--- src/rtl/r_skid_monitor.sv ---
// r_skid_monitor
//   Two-entry register slice for an AXI-style R channel with a burst monitor
//   watching the downstream side. Every output comes straight from a flop;
//   s_ready is a function of the buffer state only, never of m_ready.
//
// Ports
//   clk            sole clock, rising edge
//   rst_n          asynchronous active-low reset
//   s_valid/s_id/s_data/s_resp/s_last   upstream R beat from the slave
//   s_ready        upstream accept
//   m_valid/m_id/m_data/m_resp/m_last   downstream R beat to the master
//   m_ready        downstream accept
//   burst_done     one-cycle pulse after a last beat is accepted downstream
//   burst_id       ID of the completed burst (valid with burst_done)
//   burst_beats    saturating beat count of the completed burst
//   burst_err      some beat of the completed burst had a non-zero response
//   interleave_err sticky: downstream ID changed in the middle of a burst
module r_skid_monitor #(
    parameter int ID_WIDTH   = 4,
    parameter int DATA_WIDTH = 64,
    parameter int RESP_WIDTH = 2,
    parameter int CNT_WIDTH  = 8
) (
    input  logic                  clk,
    input  logic                  rst_n,
    input  logic                  s_valid,
    input  logic [ID_WIDTH-1:0]   s_id,
    input  logic [DATA_WIDTH-1:0] s_data,
    input  logic [RESP_WIDTH-1:0] s_resp,
    input  logic                  s_last,
    output logic                  s_ready,
    output logic                  m_valid,
    output logic [ID_WIDTH-1:0]   m_id,
    output logic [DATA_WIDTH-1:0] m_data,
    output logic [RESP_WIDTH-1:0] m_resp,
    output logic                  m_last,
    input  logic                  m_ready,
    output logic                  burst_done,
    output logic [ID_WIDTH-1:0]   burst_id,
    output logic [CNT_WIDTH-1:0]  burst_beats,
    output logic                  burst_err,
    output logic                  interleave_err
);

    typedef enum logic [1:0] {
        EMPTY = 2'd0,
        ONE   = 2'd1,
        FULL  = 2'd2
    } state_t;

    // Saturating increment of the beat counter.
    function automatic logic [CNT_WIDTH-1:0] sat_inc(input logic [CNT_WIDTH-1:0] v);
        logic [CNT_WIDTH-1:0] r;
        if (v == {CNT_WIDTH{1'b1}}) begin
            r = v;
        end else begin
            r = v + CNT_WIDTH'(1'b1);
        end
        return r;
    endfunction

    state_t                state_r;
    logic                  s_ready_r;
    logic                  m_valid_r;

    // OUT register: the beat presented downstream
    logic [ID_WIDTH-1:0]   out_id_r;
    logic [DATA_WIDTH-1:0] out_data_r;
    logic [RESP_WIDTH-1:0] out_resp_r;
    logic                  out_last_r;

    // SKID register: the beat caught while OUT was stalled
    logic [ID_WIDTH-1:0]   skid_id_r;
    logic [DATA_WIDTH-1:0] skid_data_r;
    logic [RESP_WIDTH-1:0] skid_resp_r;
    logic                  skid_last_r;

    logic [CNT_WIDTH-1:0]  cnt_r;
    logic                  err_r;
    logic [ID_WIDTH-1:0]   start_id_r;
    logic                  burst_done_r;
    logic [ID_WIDTH-1:0]   burst_id_r;
    logic [CNT_WIDTH-1:0]  burst_beats_r;
    logic                  burst_err_r;
    logic                  ierr_r;

    logic                  up_hs_s;
    logic                  dn_hs_s;
    logic                  resp_nz_s;

    assign up_hs_s   = s_valid & s_ready_r;
    assign dn_hs_s   = m_valid_r & m_ready;
    assign resp_nz_s = (out_resp_r != {RESP_WIDTH{1'b0}});

    // Slice FSM: state, handshake flags and the OUT/SKID payload registers.
    always_ff @(posedge clk or negedge rst_n) begin
        if (!rst_n) begin
            state_r     <= EMPTY;
            s_ready_r   <= 1'b0;
            m_valid_r   <= 1'b0;
            out_id_r    <= {ID_WIDTH{1'b0}};
            out_data_r  <= {DATA_WIDTH{1'b0}};
            out_resp_r  <= {RESP_WIDTH{1'b0}};
            out_last_r  <= 1'b0;
            skid_id_r   <= {ID_WIDTH{1'b0}};
            skid_data_r <= {DATA_WIDTH{1'b0}};
            skid_resp_r <= {RESP_WIDTH{1'b0}};
            skid_last_r <= 1'b0;
        end else begin
            case (state_r)
                EMPTY: begin
                    // s_ready is low only for the first cycle after reset
                    s_ready_r <= 1'b1;
                    if (up_hs_s) begin
                        out_id_r   <= s_id;
                        out_data_r <= s_data;
                        out_resp_r <= s_resp;
                        out_last_r <= s_last;
                        m_valid_r  <= 1'b1;
                        state_r    <= ONE;
                    end
                end
                ONE: begin
                    if (up_hs_s && dn_hs_s) begin
                        out_id_r   <= s_id;
                        out_data_r <= s_data;
                        out_resp_r <= s_resp;
                        out_last_r <= s_last;
                    end else if (up_hs_s) begin
                        skid_id_r   <= s_id;
                        skid_data_r <= s_data;
                        skid_resp_r <= s_resp;
                        skid_last_r <= s_last;
                        s_ready_r   <= 1'b0;
                        state_r     <= FULL;
                    end else if (dn_hs_s) begin
                        m_valid_r <= 1'b0;
                        state_r   <= EMPTY;
                    end
                end
                FULL: begin
                    if (dn_hs_s) begin
                        out_id_r   <= skid_id_r;
                        out_data_r <= skid_data_r;
                        out_resp_r <= skid_resp_r;
                        out_last_r <= skid_last_r;
                        s_ready_r  <= 1'b1;
                        state_r    <= ONE;
                    end
                end
                default: begin
                    s_ready_r <= 1'b0;
                    m_valid_r <= 1'b0;
                    state_r   <= EMPTY;
                end
            endcase
        end
    end

    // Burst monitor: counts downstream beats, reports completion, flags interleave.
    always_ff @(posedge clk or negedge rst_n) begin
        if (!rst_n) begin
            cnt_r         <= {CNT_WIDTH{1'b0}};
            err_r         <= 1'b0;
            start_id_r    <= {ID_WIDTH{1'b0}};
            burst_done_r  <= 1'b0;
            burst_id_r    <= {ID_WIDTH{1'b0}};
            burst_beats_r <= {CNT_WIDTH{1'b0}};
            burst_err_r   <= 1'b0;
            ierr_r        <= 1'b0;
        end else begin
            burst_done_r <= 1'b0;
            if (dn_hs_s) begin
                // A zero counter marks the first beat of a burst; its ID is the reference
                if (cnt_r == {CNT_WIDTH{1'b0}}) begin
                    start_id_r <= out_id_r;
                end else if (out_id_r != start_id_r) begin
                    ierr_r <= 1'b1;
                end
                if (out_last_r) begin
                    burst_done_r  <= 1'b1;
                    burst_beats_r <= sat_inc(cnt_r);
                    burst_id_r    <= out_id_r;
                    burst_err_r   <= err_r | resp_nz_s;
                    cnt_r         <= {CNT_WIDTH{1'b0}};
                    err_r         <= 1'b0;
                end else begin
                    cnt_r <= sat_inc(cnt_r);
                    err_r <= err_r | resp_nz_s;
                end
            end
        end
    end

    assign s_ready        = s_ready_r;
    assign m_valid        = m_valid_r;
    assign m_id           = out_id_r;
    assign m_data         = out_data_r;
    assign m_resp         = out_resp_r;
    assign m_last         = out_last_r;
    assign burst_done     = burst_done_r;
    assign burst_id       = burst_id_r;
    assign burst_beats    = burst_beats_r;
    assign burst_err      = burst_err_r;
    assign interleave_err = ierr_r;

endmodule

--- config.mk ---
export PLATFORM = sky130hd
export DESIGN_NAME = r_skid_monitor
export DESIGN_NICKNAME = d
export VERILOG_FILES = /design/src/rtl/r_skid_monitor.sv
export SDC_FILE = /design/constraint.sdc
export NUM_CORES = 1
export LEC_CHECK = 0
export CORE_MARGIN = 2
export CORE_UTILIZATION = 53
export CTS_BUF_LIST = sky130_fd_sc_hd__clkbuf_8
export CTS_CLUSTER_SIZE = 30
export DETAILED_ROUTE_END_ITERATION = 12
export HOLD_SLACK_MARGIN = 0.03
export PLACE_DENSITY = 0.79
export SYNTH_ARGS = -nofsm -noshare
export SYNTH_HDL_FRONTEND = slang
export SYNTH_SLANG_ARGS = --single-unit
--- constraint.sdc ---
create_clock -name clk -period 2.09 [get_ports clk]
set_input_delay 0.5225 -clock clk [delete_from_list [all_inputs] [get_ports clk]]
set_output_delay 0.5225 -clock clk [all_outputs]
set_load 0.02 [all_outputs]
-- Word-level counts from Yosys, hierarchy flattened
Index checks and enable logic that the tools add are counted.
- div/mod/pow operators: 0
- reduce and logical (&&, ||, !) cells: 13
- shift-type cells: 0
- bitwise logic cells: 6
- equal/unequal tests: 12
- $add $sub $neg: 1
- muxes and demuxes: 36
- order comparisons: 0
- multipliers: 0
- operators by type and width (operator ; count):
    2-to-1 mux 64 bit ; 3
    one-hot mux 64 bit (3 select lines) ; 1
    2-to-1 mux 2 bit ; 8
    2-to-1 mux 8 bit ; 2
    != test 2 bit (second input constant) ; 7
    2-to-1 mux 1 bit ; 13
    2-to-1 mux 4 bit ; 3
    one-hot mux 2 bit (3 select lines) ; 2
    one-hot mux 4 bit (3 select lines) ; 1
    one-hot mux 1 bit (3 select lines) ; 3
    AND reduction 3 bit ; 3
    adder 8 x 1 -> 8 bit (second input constant) ; 1
    equality test 8 bit (second input constant) ; 1
    zero test 8 bit ; 1
    AND reduction 4 bit ; 2
    AND reduction 5 bit ; 1
    != test 4 bit ; 1
    AND reduction 2 bit ; 2
    != test 3 bit (second input constant) ; 1
    inverter 1 bit ; 3
    nonzero test 3 bit ; 1
    AND 1 bit ; 2
    equality test 2 x 1 -> 1 bit (second input constant) ; 1
    equality test 2 bit (second input constant) ; 1
    4 further kinds ; 4
- memory bits (read-only): 0
- bits in writable memories: 0
- output and inout port bits: 88
- word-level logic and storage cells: 87
- flip-flop bits (word level): 174
- input port bits: 75
- latch bits: 0
- memories kept: 0

-- Depth between registers and ports, before layout
Gate-level depths: netlist of the first run.
- depth after elaboration: 5
- gate-level depth with buffers: 6
- mapped depth without buffers: 5

-- Least setup slack after synthesis of the first run
OpenSTA, ideal clock, no wires.
- path kind: reg-to-reg
- start: register m_valid_r (netlist: m_valid)
- end: register out_data_r[21] (netlist: m_data[21])
- clock period less this slack: 1.789 ns
- setup time: 0.125 ns
- required time: 1.965 ns
- buffers on the path: 1
- data arrival time: 1.665 ns
- setup slack: 0.301 ns
- cell stages (with the launch flop): 5
- cell sequence: dfrtp_1 a21boi_2 o31ai_4 buf_8 mux2_2
- cells in the longest elaborated chain, start to end: 4
- elaborated cells between the ends (all ways): 5
- classes of those cells: 2 x eq/ne; 1 x bitwise; 2 x reduce/logical
- ends and longest elaborated chain (item ; line ; source):
    start: declaration ; 64 ; logic m_valid_r;
    start signal: assignment ; 100 ; m_valid_r <= 1'b0;
    start signal: assignment ; 119 ; m_valid_r <= 1'b1;
    start signal: assignment ; 137 ; m_valid_r <= 1'b0;
    AND 1 bit * ; 92 ; assign dn_hs_s = m_valid_r & m_ready;
    logical AND 1 bit ; 124 ; if (up_hs_s && dn_hs_s) begin
    != test 2 bit (no source line) ; -- ;
    AND reduction 4 bit (no source line) * ; -- ;
    end signal: assignment ; 102 ; out_data_r <= {DATA_WIDTH{1'b0}};
    end signal: assignment ; 126 ; out_data_r <= s_data;
    end signal: assignment ; 144 ; out_data_r <= skid_data_r;
    end: declaration ; 68 ; logic [DATA_WIDTH-1:0] out_data_r;
Mark *: on every way between the ends. The rest lies on a longest branch, timed or not.
A chain may end at the register's enable or synchronous reset.

-- Worst setup path in the final report of the first run
- start: register burst_id_r[3] (netlist: burst_id[3])
- end: output burst_id[3]
- RTL lines (item ; line ; source):
    start: declaration ; 82 ; logic [ID_WIDTH-1:0] burst_id_r;
    start signal: assignment ; 167 ; burst_id_r <= {ID_WIDTH{1'b0}};
    start signal: assignment ; 183 ; burst_id_r <= out_id_r;
    end: declaration ; 39 ; output logic [ID_WIDTH-1:0] burst_id,
No word-level cell between the ends.

==> results of run 1 <==
## repair_timing
action | CTS | global route
endpoints found under the hold margin | 40 | 0
hold buffers | 1 | 0
setup endpoints to repair | 3 | 3
gates resized for setup | 3 | 3
## metal layers
metal | vias to the layer above | track usage, % | share of wire (%)
met5 | - | 0 | 0
met4 | 0 | 5.95 | 1.3
met3 | 17 | 6.16 | 5.2
met2 | 133 | 37.2 | 51
met1 | 2561 | 26.5 | 42
li1 | 2329 | - | -
## cell usage in the layout, fill, tap and decap left out, drive strengths merged, types with 2 or more instances in the layout
master	count
a21oi	12
a31o	2
a2111oi	2
buf	23
nor3	4
nand3	3
inv	5
mux2	217
xnor2	4
dfrtp	174
and2	2
ha	2
dlygate4sd2	3
a211oi	3
and4b	2
clkbuf	22
nand4	3
o21ai	6
a31oi	4
clkdlybuf4s50	155
nor2b	2
bufinv	7
clkinv	3
nor2	9
dlymetal6s2s	3
a21o	2
o31ai	6
and3	5
a22oi	2
nand2	27
and4	2
## cells by family after synthesis
family,after synthesis
xor gates and xnor gates,4
muxes,218
and+or+nand+nor,65
AOI/OAI and AO/OA,47
DFF,174
adders and majority gates,2
buffers and inverters,39
## worst min-delay path by stage
stage | startpoint | endpoint | slack [ps]
after floorplan | rst_n | burst_beats[0] | 230
after global placement | burst_id[0] | burst_id[0] | 460
after detailed placement | rst_n | burst_beats[5] | 470
after CTS | burst_beats[4] | burst_beats[4] | 490
after global routing | burst_beats[3] | burst_beats[3] | 510
final | burst_beats[4] | burst_beats[4] | 480
## final cells by class
cell class / instances / share of cell area, %
multi-input cells: 336 / 31.1
well taps: 184 / 2.23
inverters: 5 / 0.182
clock inverters: 10 / 2.22
repair buffers: 185 / 19.2
clock buffers: 22 / 2.93
flip-flops and latches: 174 / 42.2
## power groups by stage
stage | sequential (mW) | clock (mW) | combinational, mW
2_1_floorplan | 6.77 | 0 | 3.57
3_3_place_gp | 5.91 | 0 | 7.00
3_5_place_dp | 6.02 | 0 | 7.22
4_1_cts | 5.98 | 3.05 | 7.24
5_1_grt | 6.17 | 3.18 | 7.60
6_report | 5.98 | 3.00 | 7.14
## state kept, by name (all words and copies together) (netlist names)
name / count
m_last: 1
interleave_err: 1
burst_beats: 8
burst_done: 1
skid_resp_r: 2
m_valid: 1
start_id_r: 4
state_r: 2
m_resp: 2
skid_last_r: 1
skid_data_r: 64
s_ready: 1
m_data: 64
err_r: 1
burst_err: 1
skid_id_r: 4
burst_id: 4
m_id: 4
cnt_r: 8
## through the flow
step / cells / instance area (um2)
after floorplan: 549 / 7860
after global placement: 883 / 9770
after detailed placement: 883 / 9770
after CTS: 916 / 10300
after global routing: 916 / 10300
final: 916 / 10300
==> results.sh, run 1 <==
export IMPL_status="finished clean"
export IMPL_r2r_start="cnt_r[0]"
export IMPL_die_w_um=126
export IMPL_syn_num_nets=626
export IMPL_synthCells=549
export IMPL_dr_pass1_iters=4
export IMPL_cp_endpoint="burst_id[3]"
export IMPL_synth_commonest_cells="mux2_2, dfrtp_1, nand2_1"
export IMPL_antenna_left=0
export IMPL_cts_tree="built"
export IMPL_synth_compound_area_share_pct=4.22
export IMPL_insertion_delay_ps=450
export IMPL_r2r_end="burst_beats[0]"
export IMPL_place_ws_ps=-281
export IMPL_fin_nets=796
export IMPL_r2r_cells=4
export IMPL_die_h_um=126
export IMPL_path_clk_slew_ps=90
export IMPL_num_rows=44
export IMPL_max_cap_violations=0
export IMPL_critPathSlowestCell="clkdlybuf4s50_1"
export IMPL_grt_overflow=0
export IMPL_leakagePower_nw=4.38
export IMPL_power_frac_seq_pct=37.1
export IMPL_wirelength_um=16700
export IMPL_cts_htree_levels=4
export IMPL_synthAdderAreaFrac_pct=0.318
export IMPL_cp_max_fo=2
export IMPL_synth_area_mux_share_pct=31.5
export IMPL_swShare_pct=32.3
export IMPL_seq_area_frac_synth_pct=55.4
export IMPL_finalCritPeriodShare_pct=95.7
export IMPL_synth_xor_area_share_pct=0.446
export IMPL_worst_setup_path_end_kind="primary output"
export IMPL_ioPinCount=163
export IMPL_nFillCells=1007
export IMPL_area_growth_pct=31.3
export IMPL_drc=0
export IMPL_crit_family="buffers and inverters"
export IMPL_startpoint="burst_id[3]"
export IMPL_dpl_hpwl_um=11600
export IMPL_synthesis_area_um2=7860
export IMPL_drt_iter0_drc=333
export IMPL_clock_skew_ps=15.2
export IMPL_avgSynthCellArea_um2=14.3
export IMPL_yosysTopAreaCellShare_pct=55.4
export IMPL_cts_setup_buffers=0
export IMPL_min_path_cells=2
export IMPL_regArea_um2=4350
export IMPL_crit_buf_inv=1
export IMPL_grt_start_max_net_pins=47
export IMPL_grt_pass1_wl_um=27000
export IMPL_synth_warnings=0
export IMPL_cpPeakStageDelay_ps=640
export IMPL_synth_top_family_by_area="multiplexers"
export IMPL_drive_gt1_share_pct=38.1
export IMPL_whs_ps=484
export IMPL_wl_per_cell_um=18.2
export IMPL_synth_area_leaders="dfrtp_1, mux2_2, buf_8, nand2_1, buf_6"
export IMPL_worst_setup_path_start_kind="flip-flop"
export IMPL_ys_flop_type="dfrtp_1"
export IMPL_gp_congestion=0.848
export IMPL_via_per_inst=5.50
export IMPL_grt_pass1_vias=5267
export IMPL_clock_sinks=174
export IMPL_async_reset_ff_share_pct=100
export IMPL_dieArea_um2=15800
export IMPL_slew_viol_final=0
export IMPL_cp_arrival_ps=1480
export IMPL_finalHoldViolations=0
export IMPL_cp_cell_sequence="clkdlybuf4s50_1"
export IMPL_final_core_util_pct=71.0
export IMPL_grtUsageTotal_pct=21.5
export IMPL_hp_class="reg2reg"
export IMPL_ys_seq_elements=174
export IMPL_yosysUniqueCellTypes=45
export IMPL_synth_most_common_cell="mux2_2"
export IMPL_synth_edf_count=0
export IMPL_path_depth=1
export IMPL_synth_simple_area_share_pct=4.20
export IMPL_finalCriticalPeriod_ps=2000
export IMPL_portBuffers=162
export IMPL_cellPowerDensity_nw_per_um2=1560
export IMPL_clock_tree_root_cell="clkbuf_8"
export IMPL_diodes=0
export IMPL_rsz0062_at_grt="false"
export IMPL_max_slew_margin_pct=69.7
export IMPL_p_int_mw=10.9
export IMPL_timing_final_ws_setup_ps=89.2
export IMPL_peakVddDrop_mv=0.884
export IMPL_fin_total_pwr_mw=16.1
export IMPL_cts_buffer_depth=2
export IMPL_yosys_area_top_type="dfrtp_1"
export IMPL_r2r_setup_slack_ps=190
export IMPL_antenna_found_initial=0
export IMPL_setup_violations_final=0
export IMPL_p_sw_mw=5.21
export IMPL_p_clk_share_pct=18.6
export IMPL_p_comb_share_pct=44.3
export IMPL_worstSetupPathType="reg2out"
export IMPL_cts_buffers=17
export IMPL_fin_setup_tns_ps=0
export IMPL_fp_coreArea_um2=14500
export IMPL_start_util_pct=54.1
export IMPL_vias=5040
export IMPL_worst_pin_slew_ps=442
export IMPL_fmax_mhz=500
export IMPL_multi_input_area_um2=3210
export IMPL_critPathRequiredTime_ps=1570
Note: power is estimated with default switching activity, not from simulation.
==> inputs of run 2 (changes only) <==
- CORE_ASPECT_RATIO: not set -> 1.5
- CORE_MARGIN: 2 -> 5
==> results.sh, run 2 (same netlist as run 1, synthesis figures left out) <==
export IMPL_max_cap_violations=0
export IMPL_area_growth_pct=30.0
export IMPL_die_w_um=109
export IMPL_die_h_um=159
export IMPL_cellPowerDensity_nw_per_um2=1540
export IMPL_cts_setup_buffers=0
export IMPL_fin_setup_tns_ps=0
export IMPL_leakagePower_nw=4.31
export IMPL_worst_pin_slew_ps=539
export IMPL_design_area_um2=10200
export IMPL_cts_htree_levels=4
export IMPL_grt_overflow=0
export IMPL_gp_congestion=0.921
export IMPL_drc=0
export IMPL_crit_buf_inv=1
export IMPL_cp_max_fo=3
export IMPL_rsz0062_at_grt="false"
export IMPL_wirelength_um=17300
export IMPL_cts_buffers=17
export IMPL_drt_iter0_drc=166
export IMPL_finalCritPeriodShare_pct=96.3
export IMPL_finalCriticalPeriod_ps=2010
export IMPL_critPathRequiredTime_ps=1570
export IMPL_hp_class="reg2reg"
export IMPL_crit_family="buffers and inverters"
export IMPL_cp_arrival_ps=1490
export IMPL_via_per_inst=5.51
export IMPL_worstSetupPathType="reg2out"
export IMPL_vias=5108
export IMPL_diodes=0
export IMPL_grt_pass1_wl_um=28500
export IMPL_status="finished clean"
export IMPL_antenna_found_initial=0
export IMPL_clock_sinks=174
export IMPL_portBuffers=162
export IMPL_dr_pass1_iters=4
export IMPL_max_slew_margin_pct=64.1
export IMPL_cp_cell_sequence="clkdlybuf4s50_1"
export IMPL_slew_viol_final=0
export IMPL_clock_tree_root_cell="clkbuf_8"
export IMPL_cts_tree="built"
export IMPL_antenna_left=0
export IMPL_fmax_mhz=497
export IMPL_final_common_cell="mux2_2"
export IMPL_grt_pass1_vias=5649
export IMPL_grtUsageTotal_pct=20.9
export IMPL_dpl_hpwl_um=12600
export IMPL_grt_start_max_net_pins=57
export IMPL_dieArea_um2=17400
export IMPL_layout_common_cells="mux2_2, dfrtp_1, clkdlybuf4s50_1"
export IMPL_wl_per_cell_um=18.7
export IMPL_critPathSlowestCell="clkdlybuf4s50_1"
export IMPL_fp_coreArea_um2=14600
export IMPL_num_rows=54
export IMPL_ioPinCount=163
export IMPL_fin_nets=797
export IMPL_worst_setup_path_end_kind="primary output"
export IMPL_path_clk_slew_ps=90
export IMPL_finalHoldViolations=0
export IMPL_start_util_pct=53.8
export IMPL_insertion_delay_ps=450
export IMPL_peakVddDrop_mv=0.841
export IMPL_cts_buffer_depth=2
export IMPL_final_core_util_pct=70.0
export IMPL_drive_gt1_share_pct=38.0
export IMPL_worst_setup_path_start_kind="flip-flop"
export IMPL_clock_skew_ps=11.3
export IMPL_dpl_cell_area_um2=9760
export IMPL_setup_violations_final=0
export IMPL_cpPeakStageDelay_ps=630
run 2: stage by stage:
stage / power [mW] / setup slack [ps] / cells / hold WS, ps
global route: 16.6 / 6.52 / 927 / 521
finish: 15.7 / 76.5 / 927 / 479
global placement: 12.9 / -238 / 896 / 460
floorplan: 10.3 / 301 / 549 / 227
CTS: 15.9 / 35.2 / 927 / 484
detailed placement: 13.2 / -261 / 896 / 461
run 2: worst register-to-register path, delay by kind of cell, from the launching register on:
family / cells / cell delay, ps
buf+inv: 1 / 250
mux: 2 / 670
flops: 1 / 520
simple gates: 1 / 310
run 2: per-layer routing:
layer	vias up	wire, um	share of wire [%]	GRT usage, %
li1	2321	-	-	-
met1	2605	6240	36	23.4
met2	140	9700	56	37.2
met3	42	831	4.8	5.23
met4	0	545	3.1	8.34
met5	-	0	0	0
run 2: worst paths after layout:
kind / to / slack [ps] / startpoint / depth (start not counted)
setup / recovery: m_resp[1] / 80 / m_resp[1] / 1
hold / removal: burst_id[0] / 480 / burst_id[0] / 2
setup reg to reg: m_data[19] / 220 / state_r[1] / 4
hold reg to reg: burst_id[0] / 480 / burst_id[0] / 2
max in group asynchronous: m_data[62] / 860 / rst_n / 3
min in group asynchronous: skid_data_r[22] / 590 / rst_n / 2
run 2: area by class of cell:
class | count | area [um2]
inverters | 5 | 18.8
repair buffers | 186 | 1940
multi-input cells | 336 | 3210
flip-flops and latches | 174 | 4350
well taps | 196 | 245
fillers | 1047 | 4380
clock buffers | 18 | 248
clock inverters | 12 | 208
run 2: timing repair:
action / CTS / global route
hold buffers: 1 / 0
resized for setup: 4 / 0
endpoints found under the hold margin: 12 / 0
setup endpoints to repair: 4 / 0
run 2: power by group:
| part | total, mW | internal [mW] | switching (mW) |
|---|---|---|---|
| clock | 2.68 | 1.46 | 1.22 |
| combinational | 7.04 | 4.00 | 3.05 |
| sequential | 6.00 | 4.99 | 1.01 |
==> inputs of run 3 (changes only) <==
- PLACE_DENSITY: 0.79 -> not set
- PLACE_DENSITY_LB_ADDON: not set -> 0.1
- clock period: 2.09 -> 1.9 ns (I/O delays scaled with it)
==> results.sh, run 3 (same netlist as run 1, synthesis figures left out) <==
export IMPL_status="finished clean"
export IMPL_nFillCells=1136
export IMPL_finalCritPeriodShare_pct=96.7
export IMPL_swShare_pct=35.0
export IMPL_start_util_pct=53.8
export IMPL_use_met2_pct=36.0
export IMPL_max_slew_margin_pct=74.3
export IMPL_cts_tree="built"
export IMPL_path_depth=6
export IMPL_finalCriticalPeriod_ps=1840
export IMPL_worst_setup_path_start_kind="input pin"
export IMPL_path_clk_slew_ps=100
export IMPL_die_w_um=109
export IMPL_area_growth_pct=29.7
export IMPL_design_area_um2=10200
export IMPL_peakVddDrop_mv=0.853
export IMPL_wl_per_cell_um=18.0
export IMPL_layout_common_cells="mux2_2, dfrtp_1, dlygate4sd2_1"
export IMPL_dpl_hpwl_um=12200
export IMPL_cts_setup_buffers=0
export IMPL_grt_start_max_net_pins=50
export IMPL_vias=5071
export IMPL_grt_busiest_layer="met2"
export IMPL_fin_nets=812
export IMPL_gr_usage_met3_pct=5.03
export IMPL_max_cap_violations=0
export IMPL_gp_congestion=0.913
export IMPL_regArea_um2=4350
export IMPL_fp_coreArea_um2=14600
export IMPL_cts_htree_levels=4
export IMPL_clock_skew_ps=14.1
export IMPL_clock_sinks=174
export IMPL_wirelength_um=17000
export IMPL_critPathSlowestCell="clkdlybuf4s50_1"
export IMPL_power_frac_seq_pct=39.7
export IMPL_insertion_delay_ps=440
export IMPL_final_core_util_pct=69.9
export IMPL_clock_tree_root_cell="clkbuf_8"
export IMPL_rsz0062_at_grt="false"
export IMPL_leakagePower_nw=4.57
export IMPL_whs_ps=468
export IMPL_via_per_inst=5.38
export IMPL_worst_setup_path_end_kind="flip-flop"
export IMPL_p_clk_share_pct=15.6
export IMPL_setup_violations_final=0
export IMPL_cellPowerDensity_nw_per_um2=1610
export IMPL_finalHoldViolations=0
export IMPL_p_comb_share_pct=44.7
export IMPL_p_int_mw=10.7
export IMPL_dpl_cell_area_um2=9880
export IMPL_cp_arrival_ps=2160
export IMPL_worstSetupPathType="in2reg"
export IMPL_dr_pass1_iters=4
export IMPL_use_met1_pct=23.9
export IMPL_diodes=0
export IMPL_r2r_cells=4
export IMPL_cts_buffers=17
export IMPL_antenna_left=0
export IMPL_cts_buffer_depth=2
export IMPL_p_sw_mw=5.75
export IMPL_hp_class="in2async"
export IMPL_ioPinCount=163
export IMPL_critPathRequiredTime_ps=2220
export IMPL_cp_cell_sequence="clkdlybuf4s50_1 > a21boi_2 > o31ai_4 > buf_4 > buf_12 > mux2_2"
export IMPL_grt_overflow=0
export IMPL_fin_total_pwr_mw=16.4
export IMPL_multi_input_area_um2=3210
export IMPL_portBuffers=162
export IMPL_drive_gt1_share_pct=39.3
export IMPL_cpPeakStageDelay_ps=570
export IMPL_dieArea_um2=17400
export IMPL_final_common_cell="mux2_2"
export IMPL_drc=0
export IMPL_drt_iter0_drc=149
export IMPL_antenna_found_initial=0
export IMPL_worst_pin_slew_ps=376
export IMPL_crit_buf_inv=3
export IMPL_slew_viol_final=0
export IMPL_cp_max_fo=17
export IMPL_die_h_um=159
export IMPL_grt_pass1_vias=5812
export IMPL_crit_family="buffers and inverters"
export IMPL_grt_pass1_wl_um=28500
export IMPL_num_rows=54
export IMPL_instances_no_fill=942
export IMPL_fmax_mhz=544
export IMPL_place_inst=911
export IMPL_grtUsageTotal_pct=20.5
-- run 3: cell types whose count changed in the layout (fill, tap and decap cells not counted), sizes merged --
cell,delta
inv,+5
bufinv,-3
clkinvlp,-2
dlymetal6s2s,+5
buf,+15
clkbuf,-1
clkinv,+1
dlygate4sd2,+79
clkdlybuf4s50,-84
-- run 3: area by class of cell --
cell class	instances	share of cell area [%]
Sequential cell	174	42.7
Multi-Input combinational cell	336	31.5
Timing Repair Buffer	201	19.4
Tap cell	196	2.41
Clock buffer	17	2.30
Clock inverter	13	1.51
Inverter	5	0.184
-- run 3: metrics by stage --
step / setup slack [ps] / TNS, ps
final: 62.4 / 0
after floorplan: 111 / 0
after global placement: -360 / -33980
after detailed placement: -399 / -37810
after global routing: 25.2 / 0
after CTS: 2.14 / 0
-- run 3: worst paths after layout --
| check | from | to | slack, ps |
|---|---|---|---|
| min | rst_n | cnt_r[7] | 470 |
| min in group clk | burst_id[2] | burst_id[2] | 480 |
| min reg2reg | burst_id[2] | burst_id[2] | 480 |
| max reg2reg | state_r[1] | m_data[37] | 130 |
| max | m_ready | m_data[15] | 60 |
| max in group asynchronous | rst_n | skid_data_r[37] | 840 |
-- run 3: per-layer routing --
layer | wire length [um] | up-vias | share of wire [%]
met5 | 0 | - | 0
met2 | 9200 | 150 | 54
met1 | 6450 | 2543 | 38
met4 | 397 | 0 | 2.3
met3 | 918 | 33 | 5.4
li1 | - | 2345 | -
-- run 3: repair_timing --
action / CTS / global route
hold buffers: 1 / 0
gates resized for setup: 83 / 6
endpoints found under the setup margin: 83 / 9
hold endpoints to repair: 27 / 0
-- run 3: worst register-to-register path: cells and delay by family (launching register included) --
family | cells | cell delay, ps
buffers and inverters | 1 | 230
multiplexers | 2 | 660
AND/OR/NAND/NOR | 1 | 260
flip-flops | 1 | 520
-- run 3: power groups by stage --
| stage | Sequential, mW | Clock [mW] | Combinational [mW] |
|---|---|---|---|
| 3_3_place_gp | 6.51 | 0 | 7.84 |
| 4_1_cts | 6.53 | 2.66 | 7.47 |
| 3_5_place_dp | 6.63 | 0 | 8.06 |
| 5_1_grt | 6.75 | 2.82 | 7.91 |
| 6_report | 6.52 | 2.56 | 7.34 |
| 2_1_floorplan | 7.44 | 0 | 3.93 |
